$ cat src/rtl/easyaxi_rd_slv.sv
// easyaxi_rd_slv -- AXI read responder for the EasyAXI read master bench.
//
// Accepts AR requests into an in-order outstanding queue and returns R bursts
// (FIXED, INCR, WRAP, up to 16 beats). Read data is synthetic: each OKAY beat
// returns its own byte address, so no backing memory is needed. Illegal burst
// encodings return SLVERR on every beat; beats at or above ADDR_LIMIT return
// DECERR.
//
// Ports:
//   clk, rst              clock, synchronous active-high reset
//   axi_slv_ar*           AR channel (valid/ready, id, addr, len, size, burst)
//   axi_slv_r*            R channel (valid/ready, id, data, resp, last)
//   ost_cnt               current AR queue occupancy

`ifndef AXI_ID_W
`define AXI_ID_W 4
`endif
`ifndef AXI_ADDR_W
`define AXI_ADDR_W 32
`endif
`ifndef AXI_DATA_W
`define AXI_DATA_W 64
`endif
`ifndef AXI_LEN_W
`define AXI_LEN_W 8
`endif
`ifndef AXI_SIZE_W
`define AXI_SIZE_W 3
`endif
`ifndef AXI_BURST_W
`define AXI_BURST_W 2
`endif
`ifndef AXI_RESP_W
`define AXI_RESP_W 2
`endif

module easyaxi_rd_slv #(
  parameter int unsigned              OST_DEPTH  = 16,
  parameter logic [`AXI_ADDR_W-1:0]   ADDR_LIMIT = `AXI_ADDR_W'('h1000)
) (
  input  logic                        clk,
  input  logic                        rst,
  input  logic                        axi_slv_arvalid,
  output logic                        axi_slv_arready,
  input  logic [`AXI_ID_W-1:0]        axi_slv_arid,
  input  logic [`AXI_ADDR_W-1:0]      axi_slv_araddr,
  input  logic [`AXI_LEN_W-1:0]       axi_slv_arlen,
  input  logic [`AXI_SIZE_W-1:0]      axi_slv_arsize,
  input  logic [`AXI_BURST_W-1:0]     axi_slv_arburst,
  output logic                        axi_slv_rvalid,
  input  logic                        axi_slv_rready,
  output logic [`AXI_ID_W-1:0]        axi_slv_rid,
  output logic [`AXI_DATA_W-1:0]      axi_slv_rdata,
  output logic [`AXI_RESP_W-1:0]      axi_slv_rresp,
  output logic                        axi_slv_rlast,
  output logic [$clog2(OST_DEPTH):0]  ost_cnt
);

  localparam int unsigned IW = `AXI_ID_W;
  localparam int unsigned AW = `AXI_ADDR_W;
  localparam int unsigned DW = `AXI_DATA_W;
  localparam int unsigned LW = `AXI_LEN_W;
  localparam int unsigned SW = `AXI_SIZE_W;
  localparam int unsigned BW = `AXI_BURST_W;
  localparam int unsigned RW = `AXI_RESP_W;
  localparam int unsigned PW = $clog2(OST_DEPTH);
  localparam int unsigned CW = PW + 1;
  localparam int unsigned MaxSize = $clog2(DW / 8);

  localparam logic [BW-1:0] BurstFixed = BW'(0);
  localparam logic [BW-1:0] BurstIncr  = BW'(1);
  localparam logic [BW-1:0] BurstWrap  = BW'(2);
  localparam logic [BW-1:0] BurstRsvd  = BW'(3);

  localparam logic [RW-1:0] RespOkay   = RW'(0);
  localparam logic [RW-1:0] RespSlvErr = RW'(2);
  localparam logic [RW-1:0] RespDecErr = RW'(3);

  typedef enum logic [0:0] {StIdle, StBurst} state_e;

  // AR queue storage and pointers
  logic [IW-1:0] q_id    [OST_DEPTH];
  logic [AW-1:0] q_addr  [OST_DEPTH];
  logic [LW-1:0] q_len   [OST_DEPTH];
  logic [SW-1:0] q_size  [OST_DEPTH];
  logic [BW-1:0] q_burst [OST_DEPTH];

  logic [PW-1:0] wr_ptr_q, wr_ptr_d;
  logic [PW-1:0] rd_ptr_q, rd_ptr_d;
  logic [CW-1:0] cnt_q, cnt_d;

  // Working registers of the burst currently being returned
  state_e        state_q, state_d;
  logic [IW-1:0] id_q, id_d;
  logic [AW-1:0] cur_addr_q, cur_addr_d;
  logic [LW-1:0] beats_left_q, beats_left_d;
  logic [SW-1:0] size_q, size_d;
  logic [BW-1:0] mode_q, mode_d;
  logic          err_q, err_d;
  logic [AW-1:0] wrap_base_q, wrap_base_d;
  logic [AW-1:0] wrap_end_q, wrap_end_d;

  logic push, pop, load;
  logic beat_hs, last_hs;

  // Queue head decode
  logic [IW-1:0] h_id;
  logic [AW-1:0] h_addr;
  logic [LW-1:0] h_len;
  logic [SW-1:0] h_size;
  logic [BW-1:0] h_burst;
  logic [AW-1:0] h_bytes;
  logic [AW-1:0] h_total;
  logic          h_wrap_len_ok;
  logic          h_err;

  // Address advance
  logic [AW-1:0] bytes;
  logic [AW-1:0] incr_next;
  logic [AW-1:0] wrap_inc;
  logic [AW-1:0] next_addr;

  logic [RW-1:0] beat_resp;
  logic [DW-1:0] addr_as_data;

  // No full-bypass: a pop in the same cycle does not open arready.
  assign axi_slv_arready = ~rst & (cnt_q < CW'(OST_DEPTH));
  assign push            = axi_slv_arvalid & axi_slv_arready;

  assign axi_slv_rvalid = (state_q == StBurst);
  assign beat_hs        = axi_slv_rvalid & axi_slv_rready;
  assign last_hs        = beat_hs & (beats_left_q == '0);
  assign load           = ((state_q == StIdle) | last_hs) & (cnt_q != '0);
  assign pop            = load;

  assign h_id    = q_id[rd_ptr_q];
  assign h_addr  = q_addr[rd_ptr_q];
  assign h_len   = q_len[rd_ptr_q];
  assign h_size  = q_size[rd_ptr_q];
  assign h_burst = q_burst[rd_ptr_q];

  assign h_bytes       = AW'(1) << h_size;
  assign h_total       = h_bytes * (AW'(h_len) + AW'(1));
  assign h_wrap_len_ok = (h_len == LW'(1)) | (h_len == LW'(3)) |
                         (h_len == LW'(7)) | (h_len == LW'(15));
  assign h_err         = (h_burst == BurstRsvd) |
                         ((h_burst == BurstWrap) & ~h_wrap_len_ok) |
                         (h_size > SW'(MaxSize));

  assign bytes     = AW'(1) << size_q;
  assign incr_next = (cur_addr_q & ~(bytes - AW'(1))) + bytes;
  assign wrap_inc  = cur_addr_q + bytes;

  always_comb begin
    next_addr = incr_next;
    unique case (mode_q)
      BurstFixed: next_addr = cur_addr_q;
      BurstWrap:  next_addr = (wrap_inc == wrap_end_q) ? wrap_base_q : wrap_inc;
      default:    next_addr = incr_next;
    endcase
  end

  // Queue pointer and occupancy update
  always_comb begin
    wr_ptr_d = wr_ptr_q;
    rd_ptr_d = rd_ptr_q;
    cnt_d    = cnt_q;
    if (push) wr_ptr_d = wr_ptr_q + PW'(1);
    if (pop)  rd_ptr_d = rd_ptr_q + PW'(1);
    unique case ({push, pop})
      2'b10:   cnt_d = cnt_q + CW'(1);
      2'b01:   cnt_d = cnt_q - CW'(1);
      default: cnt_d = cnt_q;
    endcase
  end

  // R engine next state
  always_comb begin
    state_d      = state_q;
    id_d         = id_q;
    cur_addr_d   = cur_addr_q;
    beats_left_d = beats_left_q;
    size_d       = size_q;
    mode_d       = mode_q;
    err_d        = err_q;
    wrap_base_d  = wrap_base_q;
    wrap_end_d   = wrap_end_q;

    if (load) begin
      state_d      = StBurst;
      id_d         = h_id;
      cur_addr_d   = h_addr;
      beats_left_d = h_len;
      size_d       = h_size;
      // Error bursts (including illegal-length WRAP) walk the INCR sequence.
      mode_d       = h_err ? BurstIncr : h_burst;
      err_d        = h_err;
      wrap_base_d  = h_addr & ~(h_total - AW'(1));
      wrap_end_d   = (h_addr & ~(h_total - AW'(1))) + h_total;
    end else if (beat_hs) begin
      if (beats_left_q == '0) begin
        state_d = StIdle;
      end else begin
        beats_left_d = beats_left_q - LW'(1);
        cur_addr_d   = next_addr;
      end
    end
  end

  always_ff @(posedge clk) begin
    if (rst) begin
      wr_ptr_q     <= '0;
      rd_ptr_q     <= '0;
      cnt_q        <= '0;
      state_q      <= StIdle;
      id_q         <= '0;
      cur_addr_q   <= '0;
      beats_left_q <= '0;
      size_q       <= '0;
      mode_q       <= BurstIncr;
      err_q        <= 1'b0;
      wrap_base_q  <= '0;
      wrap_end_q   <= '0;
    end else begin
      wr_ptr_q     <= wr_ptr_d;
      rd_ptr_q     <= rd_ptr_d;
      cnt_q        <= cnt_d;
      state_q      <= state_d;
      id_q         <= id_d;
      cur_addr_q   <= cur_addr_d;
      beats_left_q <= beats_left_d;
      size_q       <= size_d;
      mode_q       <= mode_d;
      err_q        <= err_d;
      wrap_base_q  <= wrap_base_d;
      wrap_end_q   <= wrap_end_d;
    end
  end

  // Queue storage needs no reset: occupancy guards every read.
  always_ff @(posedge clk) begin
    if (push) begin
      q_id[wr_ptr_q]    <= axi_slv_arid;
      q_addr[wr_ptr_q]  <= axi_slv_araddr;
      q_len[wr_ptr_q]   <= axi_slv_arlen;
      q_size[wr_ptr_q]  <= axi_slv_arsize;
      q_burst[wr_ptr_q] <= axi_slv_arburst;
    end
  end

  // Response: SLVERR for the whole burst wins over the per-beat DECERR check.
  always_comb begin
    beat_resp = RespOkay;
    if (err_q) begin
      beat_resp = RespSlvErr;
    end else if (cur_addr_q >= ADDR_LIMIT) begin
      beat_resp = RespDecErr;
    end
  end

  if (DW > AW) begin : g_zext
    assign addr_as_data = {{(DW - AW){1'b0}}, cur_addr_q};
  end else begin : g_trunc
    assign addr_as_data = cur_addr_q[DW-1:0];
  end

  // All R outputs derive from registers only, so they hold while stalled.
  assign axi_slv_rid   = id_q;
  assign axi_slv_rresp = axi_slv_rvalid ? beat_resp : RespOkay;
  assign axi_slv_rdata = (axi_slv_rvalid && (beat_resp == RespOkay)) ? addr_as_data : '0;
  assign axi_slv_rlast = axi_slv_rvalid & (beats_left_q == '0);
  assign ost_cnt       = cnt_q;

endmodule

$ cat config.mk
export PLATFORM = sky130hd
export DESIGN_NAME = easyaxi_rd_slv
export DESIGN_NICKNAME = d
export VERILOG_FILES = /design/src/rtl/easyaxi_rd_slv.sv
export SDC_FILE = /design/constraint.sdc
export NUM_CORES = 1
export LEC_CHECK = 0
export CORE_UTILIZATION = 56
export DETAILED_ROUTE_END_ITERATION = 6
export MAX_ROUTING_LAYER = met4
export PLACE_DENSITY_LB_ADDON = 0.12
export SLEW_MARGIN = 10
export SYNTH_ARGS = -nofsm -noshare
export SYNTH_HDL_FRONTEND = slang
export SYNTH_SLANG_ARGS = --single-unit
$ cat constraint.sdc
create_clock -name clk -period 9.5 [get_ports clk]
set_input_delay 2.85 -clock clk [delete_from_list [all_inputs] [get_ports clk]]
set_output_delay 2.85 -clock clk [all_outputs]
set_load 0.02 [all_outputs]
; ---- Word-level counts from Yosys, hierarchy flattened
; Memory sizes are Yosys's and may differ from the RTL's. A register that Yosys moved wholly into a read port is not among the register bits.
; Cells that the tools add are included.
; W data, S select, Z words.
[op_classes]
n_addsub = 11
multipliers = 1
n_lt_le_gt_ge = 3
n_eq_ne = 12
shift = 2
muxes = 27
bitwise_logic = 20
reduce_logical = 11
[ops]
columns = operator, count
row1 = $mux W32, 5
row2 = $add A32 B32 Y32, 3
row3 = $and A32 B32 Y32, 2
row4 = $not A32 Y32, 2
row5 = $pmux W32 S2, 1
row6 = $shl A1 B3 Y32 const A, 2
row7 = $sub A32 B1 Y32 const B, 2
row8 = $eq A32 B32 Y1, 1
row9 = $ge A32 B13 Y1 const B, 1
row10 = $mul A32 B9 Y32, 1
row11 = $mux W4, 8
row12 = $mux W8, 3
row13 = $pmux W5 S2, 1
row14 = $add A8 B1 Y9 const B, 1
row15 = $add A4 B1 Y4 const B, 2
row16 = $eq A2 B2 Y1 const B, 4
row17 = $eq A8 B1 Y1 const B, 1
row18 = $eq A8 B2 Y1 const B, 1
row19 = $eq A8 B3 Y1 const B, 1
row20 = $eq A8 B4 Y1 const B, 1
row21 = $logic_not A8 Y1, 1
row22 = $mux W2, 4
row23 = $sub A8 B1 Y8 const B, 1
row24 = $and A1 B1 Y1, 7
row25 = other kinds (15), 31
[word_totals]
regBits = 124
ram_bits = 784
inputBits = 53
output_inout_bits = 78
word_cells = 103
memories = 5
[mem_list]
columns = name, depth, width, read_ports, rd_ports_with_merged_regs, write_ports, line
row1 = q_addr, 16, 32, 1, 1, 1, 83  ; logic [AW-1:0] q_addr [OST_DEPTH];
row2 = q_len, 16, 8, 1, 1, 1, 84  ; logic [LW-1:0] q_len [OST_DEPTH];
row3 = q_id, 16, 4, 1, 1, 1, 82  ; logic [IW-1:0] q_id [OST_DEPTH];
row4 = q_size, 16, 3, 1, 1, 1, 85  ; logic [SW-1:0] q_size [OST_DEPTH];
row5 = q_burst, 16, 2, 1, 1, 1, 86  ; logic [BW-1:0] q_burst [OST_DEPTH];

; ---- Depth between registers and ports, before layout
; Gate-level depths: netlist of the first run.
[logic_depth]
word_depth = 9
mapped_depth = 41
depth_no_buf = 36

; ---- Worst setup path before layout of the first run
; OpenSTA, ideal clock, no wires.
[synth_path]
path_type = flip-flop to flip-flop
from = register (tool-made name)
to = register wrap_end_q[23]
setup_time_ns = 0.091
arrival_ns = 9.505
required_ns = 9.409
path_slack_ns = -0.096
path_stages_with_launch = 40
path_buffers = 9
period_less_slack_ns = 9.596
cell_sequence = dfxtp_1 buf_6 buf_12 buf_12 buf_6 buf_6 buf_6 buf_2 mux4_2 mux4_2 ha_1 nand3_1 nor2_1 xnor2_1 nor2_1 fa_1 fa_1 fa_1 [... 4 more ...] buf_2 a2111oi_2 o21ai_1 a21boi_0 nor4_2 and3_1 clkbuf_1 nor3b_1 ha_1 a211o_1 a31o_2 o22ai_1 nor2_1 and4_4 o21ai_4 a21oi_4 a31o_1 a311oi_1
[synth_lines]
columns = item, line
row1 = end signal: assignment, 236  ; wrap_end_q <= wrap_end_d;
row2 = end: declaration, 101  ; logic [AW-1:0] wrap_end_q, wrap_end_d;

==> results of run 1 <==
==> stage by stage <==
stage	hold WS (ns)	worst slack, ns
after floorplan	0.428	0.0183
after global placement	0.443	0.229
after detailed placement	0.446	0.0794
after CTS	0.454	0.0619
after global routing	0.469	-0.0175
final	0.451	0.333
==> kinds of logic after synthesis <==
kind of cell             after synthesis
AND/OR/NAND/NOR                      844
multiplexers                         261
adder cells (fa/ha/maj)              118
buffers and inverters                336
flip-flops                           916
XOR/XNOR                             125
other                                  1
AO/OA/AOI/OAI                        518
==> layer usage <==
metal	global-route usage	vias up	wire length, microns
met5	-	-	0
met4	0.111	0	4000
met3	0.0399	223	8270
met2	0.513	1202	60600
met1	0.413	14400	49100
li1	-	12100	-
==> power by group through the flow <==
stage          Sequential (mW)  Clock (mW)  Combinational (mW)
2_1_floorplan             4.77           0                5.23
6_report                  4.90        3.54                7.26
3_5_place_dp              4.99           0                7.05
5_1_grt                   4.93        3.75                7.91
3_3_place_gp              4.98           0                6.96
4_1_cts                   4.90        3.59                7.08
==> worst register-to-register path: cells and delay by family (launching register included) <==
kind / cells / cell delay (ns)
flops: 1 / 0.45
mux: 2 / 1.10
fa+ha+maj: 6 / 2.75
compound gates: 9 / 2.04
buf+inv: 5 / 0.55
xor+xnor: 1 / 0.20
simple gates: 10 / 1.99
==> layout by cell type, fill, tap and decap left out, types with 39 or more instances in the layout <==
cell	count
edfxtp_1	784
inv_1	100
o21ai_0	88
and2_1	39
ha_1	71
xor2_1	45
buf_4	109
clkbuf_16	92
clkdlybuf4s50_1	77
nor3_1	58
xnor2_1	70
a21oi_1	155
mux4_2	231
dfxtp_1	128
nand3_1	54
conb_1	52
nand2_1	209
fa_1	45
nor2_1	213
==> cell usage after synthesis, types with 12 or more instances <==
cell        n  area share
edfxtp_1  784        0.53
fa_1       45       0.020
nand3_1    55      0.0062
xor2_1     45      0.0089
or2_2      20      0.0028
nand4_1    32      0.0045
nor3_1     63      0.0071
mux4_2    231        0.12
and2_1     39      0.0055
dfxtp_1   132       0.060
xnor2_1    72       0.014
o21a_1     15      0.0025
clkbuf_1   88      0.0075
nor2b_1    34      0.0048
and3_1     25      0.0035
a21oi_1   156       0.018
a31oi_1    31      0.0044
o211ai_1   13      0.0022
buf_1      21      0.0018
inv_1     101      0.0086
a211oi_1   22      0.0037
or3_1      21      0.0030
buf_4      67       0.011
nand2b_1   24      0.0034
o21ai_0    91       0.010
nor4_1     17      0.0024
nor2_1    231       0.020
buf_2      40      0.0045
a22oi_1    15      0.0025
a311oi_1   12      0.0024
mux2i_1    23      0.0052
a21o_1     22      0.0037
nand2_1   210       0.018
ha_1       73       0.021
==> final cells by class <==
| cell class | instances | area, sq um | area share |
|---|---|---|---|
| inverter | 106 | 399 | 0.00809 |
| clock inverter | 50 | 519 | 0.0105 |
| antenna | 3 | 7.51 | 0.000152 |
| sequential | 916 | 26200 | 0.531 |
| tap | 1040 | 1300 | 0.0264 |
| timing repair buffer | 192 | 1690 | 0.0343 |
| clock buffer | 121 | 2460 | 0.0499 |
| multi-input combinational | 1918 | 16800 | 0.340 |
==> registers in the layout, summed over array words and instances, names as in the netlist, named ones only <==
name,cells
axi_slv_rid,4
err_q,1
cur_addr_q,32
q_size,48
q_addr,512
q_id,64
q_burst,32
rd_ptr_q,4
ost_cnt,5
beats_left_q,8
q_len,128
size_q,3
wrap_base_q,32
mode_q,2
wr_ptr_q,4
wrap_end_q,32
axi_slv_rvalid,1
==> timing repair <==
item,CTS,global route
gates resized for setup,0,24
buffers inserted,0,11
setup endpoints to repair,0,18
==> worst paths after layout <==
| check | endpoint | slack (ns) | cells past startpoint |
|---|---|---|---|
| hold / removal | wrap_base_q[25] | 0.45 | 2 |
| setup / recovery | wrap_end_q[23] | 0.33 | 33 |
| hold reg to reg | wrap_base_q[25] | 0.45 | 2 |
| setup reg to reg | wrap_end_q[23] | 0.33 | 33 |
==> flow_metrics.tcl, run 1 <==
set metrics [dict create \
    yosys_most_used_dff "edfxtp_1" \
    cts_tree "yes" \
    die_y_microns 283 \
    power.internal_mw 9.56 \
    path_clk_slew_ns 0.06 \
    drtAntennaViolNets 0 \
    hold_viol 0 \
    synth-seq-cells 916 \
    initial_utilization 0.568 \
    ir_worst_vdd_mv 0.260 \
    n_fill_cell 5707 \
    ys_types 124 \
    finalCriticalPeriod_ns 9.17 \
    critPathMostFrequentCell "fa_1" \
    grt_antenna_before_repair 4 \
    synth_fa_ha_area_frac 0.0410 \
    synth_edf_count 784 \
    setup_tns_ns 0 \
    p_leak_nw 16.8 \
    clkPwrFrac 0.226 \
    cts_hold_buf 0 \
    drt-initial-drc-count 2736 \
    placed_cells 4161 \
    vias 28000 \
    portBuffers 78 \
    max_clock_freq_mhz 109 \
    grt_max_degree 93 \
    htree_levels 3 \
    syn_area_sq_um 44200 \
    endpoint_kind "register" \
    drc 0 \
    synth_top_family_by_area "multiplexers" \
    final_layout_size_suffix_gt1_frac 0.180 \
    swShare 0.391 \
    place_congestion 0.959 \
    comb_power_share 0.462 \
    utilization 0.634 \
    max_stage_delay_ns 0.58 \
    post_drt_wl_per_cell_microns 28.1 \
    setup_violations 0 \
    stdcell_count 4346 \
    skew_ns 0.0502 \
    clock_sinks 916 \
    row_count 102 \
    cts_root_buffer "clkbuf_16" \
    fin_crit_sh 0.965 \
    finalMaxSlewViolations 0 \
    seq_area_frac_synth 0.592 \
    area_growth_pct 11.6 \
    synth_compound_area_frac 0.0807 \
    critPathMaxFanout 11 \
    drt-total-wl_microns 122000 \
    syn_inst 3119 \
    avgSynthCellArea_sq_um 14.2 \
    coreArea_sq_um 77800 \
    start_kind "register" \
    fp.dieArea_sq_um 80100 \
    relSlewSlack 0.167 \
    synth_warnings 0 \
    grt-ovfl-total 0 \
    hp-class "reg -> reg" \
    critPathBufInv 5 \
    power_density_nw_per_um2 318 \
    drv_cap 0 \
    cp_top_family "adder cells" \
    clk_latency_ns 0.68 \
    crit_path_top_delay_cell "mux4_2" \
    final_nets 3397 \
    synth.mux.area_fraction 0.125 \
    cts-buffers-inserted 92 \
    status "complete, no violations" \
    via_per_inst 6.44 \
    cp.arrival_ns 9.73 \
    grt_first_pass_wirelength_microns 182000 \
    hp-start "wrap_base_q[25]" \
    async_flop_share 0 \
    synth_xor_area_frac 0.0273 \
    synth-simple-area-share 0.0957 \
    p_total_mw 15.7 \
    dp_hpwl_microns 78100 \
    ioPinCount 131 \
    design_area_sq_um 49400 \
    firstDrtPassIters 7 \
    cp.required_ns 10.06 \
    die_w_microns 283 \
    grt_usage 0.316 \
    dpl-instance-area_sq_um 46200 \
    p_seq_frac 0.312 \
    path_class "reg -> reg" \
    grt_pass1_vias 27900 \
    cts_buffer_depth 3 \
    tightest_slew_ns 1.25 \
    switchingPower_mw 6.15 \
]
(Power assumes the default switching activity.)
==> inputs of run 2 (changes only) <==
--- a/config.mk
+++ b/config.mk
@@ -5,7 +5,9 @@
 export SDC_FILE = /design/constraint.sdc
 export NUM_CORES = 1
 export LEC_CHECK = 0
-export CORE_UTILIZATION = 56
+export CORE_MARGIN = 1
+export CORE_UTILIZATION = 58
+export CTS_BUF_LIST = sky130_fd_sc_hd__clkbuf_4
 export DETAILED_ROUTE_END_ITERATION = 6
 export MAX_ROUTING_LAYER = met4
 export PLACE_DENSITY_LB_ADDON = 0.12
==> flow_metrics.tcl, run 2 (same netlist as run 1, synthesis figures left out) <==
set metrics [dict create \
    top_register "q_addr" \
    grtUsageMet3 0.0693 \
    timing.rr.end "wrap_end_q[22]" \
    placed_cells 4081 \
    cts_buffer_depth 3 \
    critPathMaxFanout 11 \
    reg_top3 "q_addr: 512 flops, q_len: 128 flops, q_id: 64 flops" \
    cp.arrival_ns 10.05 \
    grt_max_degree 82 \
    dpl-instance-area_sq_um 46000 \
    final_common_cell "edfxtp_1" \
    path_clk_slew_ns 0.07 \
    start_kind "register" \
    firstDrtPassIters 6 \
    r2r_cells 33 \
    max_stage_delay_ns 0.53 \
    drt-initial-drc-count 2887 \
    vias 28800 \
    grt_pass1_vias 29100 \
    ff2ff_setup_slack_ns 0.41 \
    final_cell_mix "edfxtp_1, clkbuf_4, mux4_2" \
    power_density_nw_per_um2 311 \
    drc 0 \
    max_clock_freq_mhz 110 \
    ioPinCount 131 \
    hold_viol 0 \
    finalMaxSlewViolations 0 \
    ir_worst_vdd_mv 0.223 \
    stdcell_count 4499 \
    n_fill_cell 5492 \
    grt_util_met2 0.528 \
    via_per_inst 6.40 \
    drt-total-wl_microns 121000 \
    tightest_slew_ns 1.26 \
    portBuffers 78 \
    final_layout_size_suffix_gt1_frac 0.224 \
    hp-class "reg -> reg" \
    area_growth_pct 11.0 \
    clk_latency_ns 1.06 \
    row_count 100 \
    p_leak_nw 17.0 \
    worst_slack_ns 0.413 \
    cp.required_ns 10.46 \
    skew_ns 0.0558 \
    path_class "reg -> reg" \
    worst_hold_slack_ns 0.453 \
    gr-max-usage-layer "met2" \
    relSlewSlack 0.139 \
    worst_hold_path.num_cells 2 \
    initial_utilization 0.590 \
    grt_usage 0.327 \
    cts_tree "yes" \
    dp_hpwl_microns 77900 \
    multiInputGateArea_sq_um 16700 \
    grt-ovfl-total 0 \
    min_to "wrap_base_q[21]" \
    drv_cap 0 \
    cts_root_buffer "clkbuf_4" \
    utilization 0.655 \
    endpoint_kind "register" \
    finalCriticalPeriod_ns 9.09 \
    final_nets 3518 \
    coreArea_sq_um 74900 \
    grt_antenna_before_repair 7 \
    setup_violations 0 \
    fin_crit_sh 0.956 \
    hp-start "wrap_base_q[21]" \
    design_area_sq_um 49100 \
    drtAntennaViolNets 0 \
    cts-buffers-inserted 221 \
    largest_reg_flops 512 \
    crit_path_top_delay_cell "fa_1" \
    status "complete, no violations" \
    post_drt_wl_per_cell_microns 26.9 \
    grtUsageMet1 0.401 \
    regArea_sq_um 26200 \
    grt_first_pass_wirelength_microns 181000 \
    dp_slack_ns 0.275 \
    place_congestion 1.00 \
    die_y_microns 278 \
    fp.dieArea_sq_um 77400 \
    die_w_microns 278 \
    htree_levels 4 \
    clock_sinks 916 \
]
run 2: changes by cell type in the layout (fill, tap and decap cells not counted), moves of 8 or more:
cell / previous run / this run
clkbuf_16: 92 / 1
clkinv_1: 20 / 59
clkbuf_4: 0 / 317
buf_4: 109 / 101
clkbuf_1: 24 / 0
clkinv_2: 19 / 11
run 2: layout make-up:
| cell class | instances | area share |
|---|---|---|
| well taps | 969 | 0.0247 |
| clock buffers | 317 | 0.0485 |
| clock inverters | 82 | 0.0100 |
| inverters | 106 | 0.00821 |
| repair buffers | 184 | 0.0337 |
| diodes | 7 | 0.000357 |
| multi-input cells | 1918 | 0.341 |
| flip-flops and latches | 916 | 0.534 |
run 2: per-stage QoR:
stage	power, mW	TNS [ns]
floorplan	10.0	0
global placement	11.8	0
detailed placement	11.9	0
CTS	15.2	0
global route	16.2	-0.0877
finish	15.3	0
run 2: worst max path at each step:
| stage | endpoint | slack [ns] | depth (start not counted) |
|---|---|---|---|
| 4_1_cts | wrap_end_q[23] | 0.23 | 33 |
| 5_1_grt | wrap_end_q[22] | -0.05 | 33 |
| 2_1_floorplan | wrap_end_q[23] | 0.02 | 38 |
| 6_report | wrap_end_q[22] | 0.41 | 33 |
| 3_3_place_gp | wrap_end_q[23] | 0.43 | 33 |
| 3_5_place_dp | wrap_end_q[22] | 0.27 | 35 |
run 2: power by group:
part | total, mW | internal [mW] | switching, mW
registers | 4.90 | 4.57 | 0.327
clock network | 3.24 | 1.62 | 1.62
logic | 7.12 | 2.95 | 4.18
run 2: critical path, delay by kind of cell, from the launching register on:
family | cells | cell delay [ns]
buf+inv | 6 | 0.68
xor+xnor | 1 | 0.08
compound gates | 11 | 2.59
mux | 2 | 0.61
simple gates | 6 | 1.65
fa+ha+maj | 7 | 2.94
flops | 1 | 0.46
run 2: what timing repair did:
item | 4_1_cts | 5_1_grt
setup buffers | 0 | 11
endpoints found under the setup margin | 0 | 15
hold buffers | 0 | 0
gates resized for setup | 0 | 12
run 2: layer usage:
layer,vias up,part of all wire
met5,-,0
met4,0,0.040
met3,265,0.080
met2,1465,0.50
met1,14500,0.38
li1,12600,-
==> inputs of run 3 (changes only) <==
--- a/config.mk
+++ b/config.mk
@@ -8,9 +8,10 @@
 export CORE_MARGIN = 1
 export CORE_UTILIZATION = 58
 export CTS_BUF_LIST = sky130_fd_sc_hd__clkbuf_4
+export CTS_CLUSTER_SIZE = 25
 export DETAILED_ROUTE_END_ITERATION = 6
 export MAX_ROUTING_LAYER = met4
-export PLACE_DENSITY_LB_ADDON = 0.12
+export PLACE_DENSITY = 0.86
 export SLEW_MARGIN = 10
 export SYNTH_ARGS = -nofsm -noshare
 export SYNTH_HDL_FRONTEND = slang
==> flow_metrics.tcl, run 3 (same netlist as run 1, synthesis figures left out) <==
set metrics [dict create \
    area_growth_pct 10.6 \
    tightest_slew_ns 1.07 \
    endpoint_kind "register" \
    status "complete, but fails checks" \
    portBuffers 78 \
    grtUsageMet1 0.402 \
    largest_reg_flops 512 \
    grt_first_pass_wirelength_microns 175000 \
    dp_hpwl_microns 74700 \
    violations "DRC" \
    n_fill_cell 5107 \
    path_clk_slew_ns 0.07 \
    ir_worst_vdd_mv 0.321 \
    start_kind "register" \
    place_congestion 1.01 \
    drv_cap 0 \
    critPathMostFrequentCell "fa_1" \
    crit_path_top_delay_cell "mux4_2" \
    firstDrtPassIters 7 \
    cts_tree "yes" \
    drtAntennaViolNets 0 \
    top_register "q_addr" \
    p_total_mw 15.1 \
    max_clock_freq_mhz 109 \
    die_w_microns 278 \
    drc 4 \
    ioPinCount 131 \
    post_drt_wl_per_cell_microns 26.3 \
    final_nets 3498 \
    final_common_cell "edfxtp_1" \
    grt_util_met2 0.492 \
    grtUsageMet3 0.0683 \
    final_layout_size_suffix_gt1_frac 0.221 \
    fin_crit_sh 0.965 \
    clock_sinks 916 \
    hold_viol 0 \
    reg_top3 "q_addr: 512 flops, q_len: 128 flops, q_id: 64 flops" \
    worst_hold_slack_ns 0.458 \
    fp.dieArea_sq_um 77400 \
    drt-initial-drc-count 3645 \
    gr-max-usage-layer "met2" \
    skew_ns 0.0799 \
    cp.arrival_ns 10.16 \
    grt_usage 0.316 \
    max_stage_delay_ns 0.58 \
    finalMaxSlewViolations 0 \
    die_y_microns 278 \
    finalCriticalPeriod_ns 9.17 \
    path_class "reg -> reg" \
    critPathMaxFanout 11 \
    coreArea_sq_um 74900 \
    clk_latency_ns 1.08 \
    setup_violations 0 \
    cts-buffers-inserted 209 \
    grt_pass1_vias 28500 \
    drt-total-wl_microns 118000 \
    grt_antenna_before_repair 7 \
    row_count 100 \
    p_leak_nw 16.8 \
    cts_hold_buf 0 \
    final_cell_mix "edfxtp_1, clkbuf_4, mux4_2" \
    cp.required_ns 10.49 \
    relSlewSlack 0.287 \
    cts_buffer_depth 3 \
    via_per_inst 6.51 \
    grt-ovfl-total 0 \
    power_density_nw_per_um2 308 \
    hp-class "reg -> reg" \
    grt_max_degree 70 \
    vias 29100 \
    htree_levels 4 \
    cts_root_buffer "clkbuf_4" \
    initial_utilization 0.590 \
]
[run 3: through the flow]
step | instance area [sq um] | worst slack (ns) | std cells | setup TNS [ns] | util
after CTS | 48700 | 0.0848 | 4453 | 0 | 0.649
after global routing | 48900 | -0.0313 | 4473 | -0.0605 | 0.653
after detailed placement | 46000 | 0.186 | 4071 | 0 | 0.613
after global placement | 46000 | 0.357 | 4071 | 0 | 0.613
after floorplan | 44400 | 0.0183 | 3170 | 0 | -
final | 48900 | 0.329 | 4475 | 0 | 0.653
[run 3: layer usage]
layer | up-vias | share of wire | wire, microns
li1 | 12500 | - | -
met1 | 14300 | 0.37 | 43300
met2 | 1974 | 0.49 | 57300
met3 | 301 | 0.11 | 12500
met4 | 0 | 0.038 | 4430
met5 | - | 0 | 0
[run 3: power by group]
part | internal (mW) | leakage, nW | switching, mW | total [mW]
registers | 4.57 | 8.15 | 0.346 | 4.92
logic | 2.96 | 7.10 | 4.11 | 7.07
clock network | 1.52 | 1.59 | 1.56 | 3.08
total | 9.05 | 16.8 | 6.02 | 15.1
[run 3: final timing paths]
check	slack, ns	from	end	cells after the start
max	0.33	register	wrap_end_q[22]	31
min	0.46	wrap_base_q[11]	wrap_base_q[11]	2
max reg2reg	0.33	register	wrap_end_q[22]	31
min reg2reg	0.46	wrap_base_q[11]	wrap_base_q[11]	2
[run 3: final cells by class]
class                           count  area [sq um]  area share
Clock inverter                     83           440     0.00900
Inverter                          106           399     0.00816
Multi-Input combinational cell   1918         16800       0.344
Timing Repair Buffer              176          1590      0.0326
Sequential cell                   916         26200       0.535
Tap cell                          969          1210      0.0248
Antenna cell                        8          20.0    0.000409
Clock buffer                      299          2240      0.0459
[run 3: timing repair]
item,in CTS,in global routing
setup buffers,0,13
setup endpoints to repair,0,17
gates resized for setup,0,23
[run 3: worst max-delay path: cells and delay by family (launching register included)]
kind / cells / cell delay, ns
buf+inv: 6 / 0.78
compound gates: 8 / 1.84
flops: 1 / 0.48
mux: 3 / 1.23
fa+ha+maj: 6 / 2.80
xor+xnor: 2 / 0.26
simple gates: 6 / 1.69
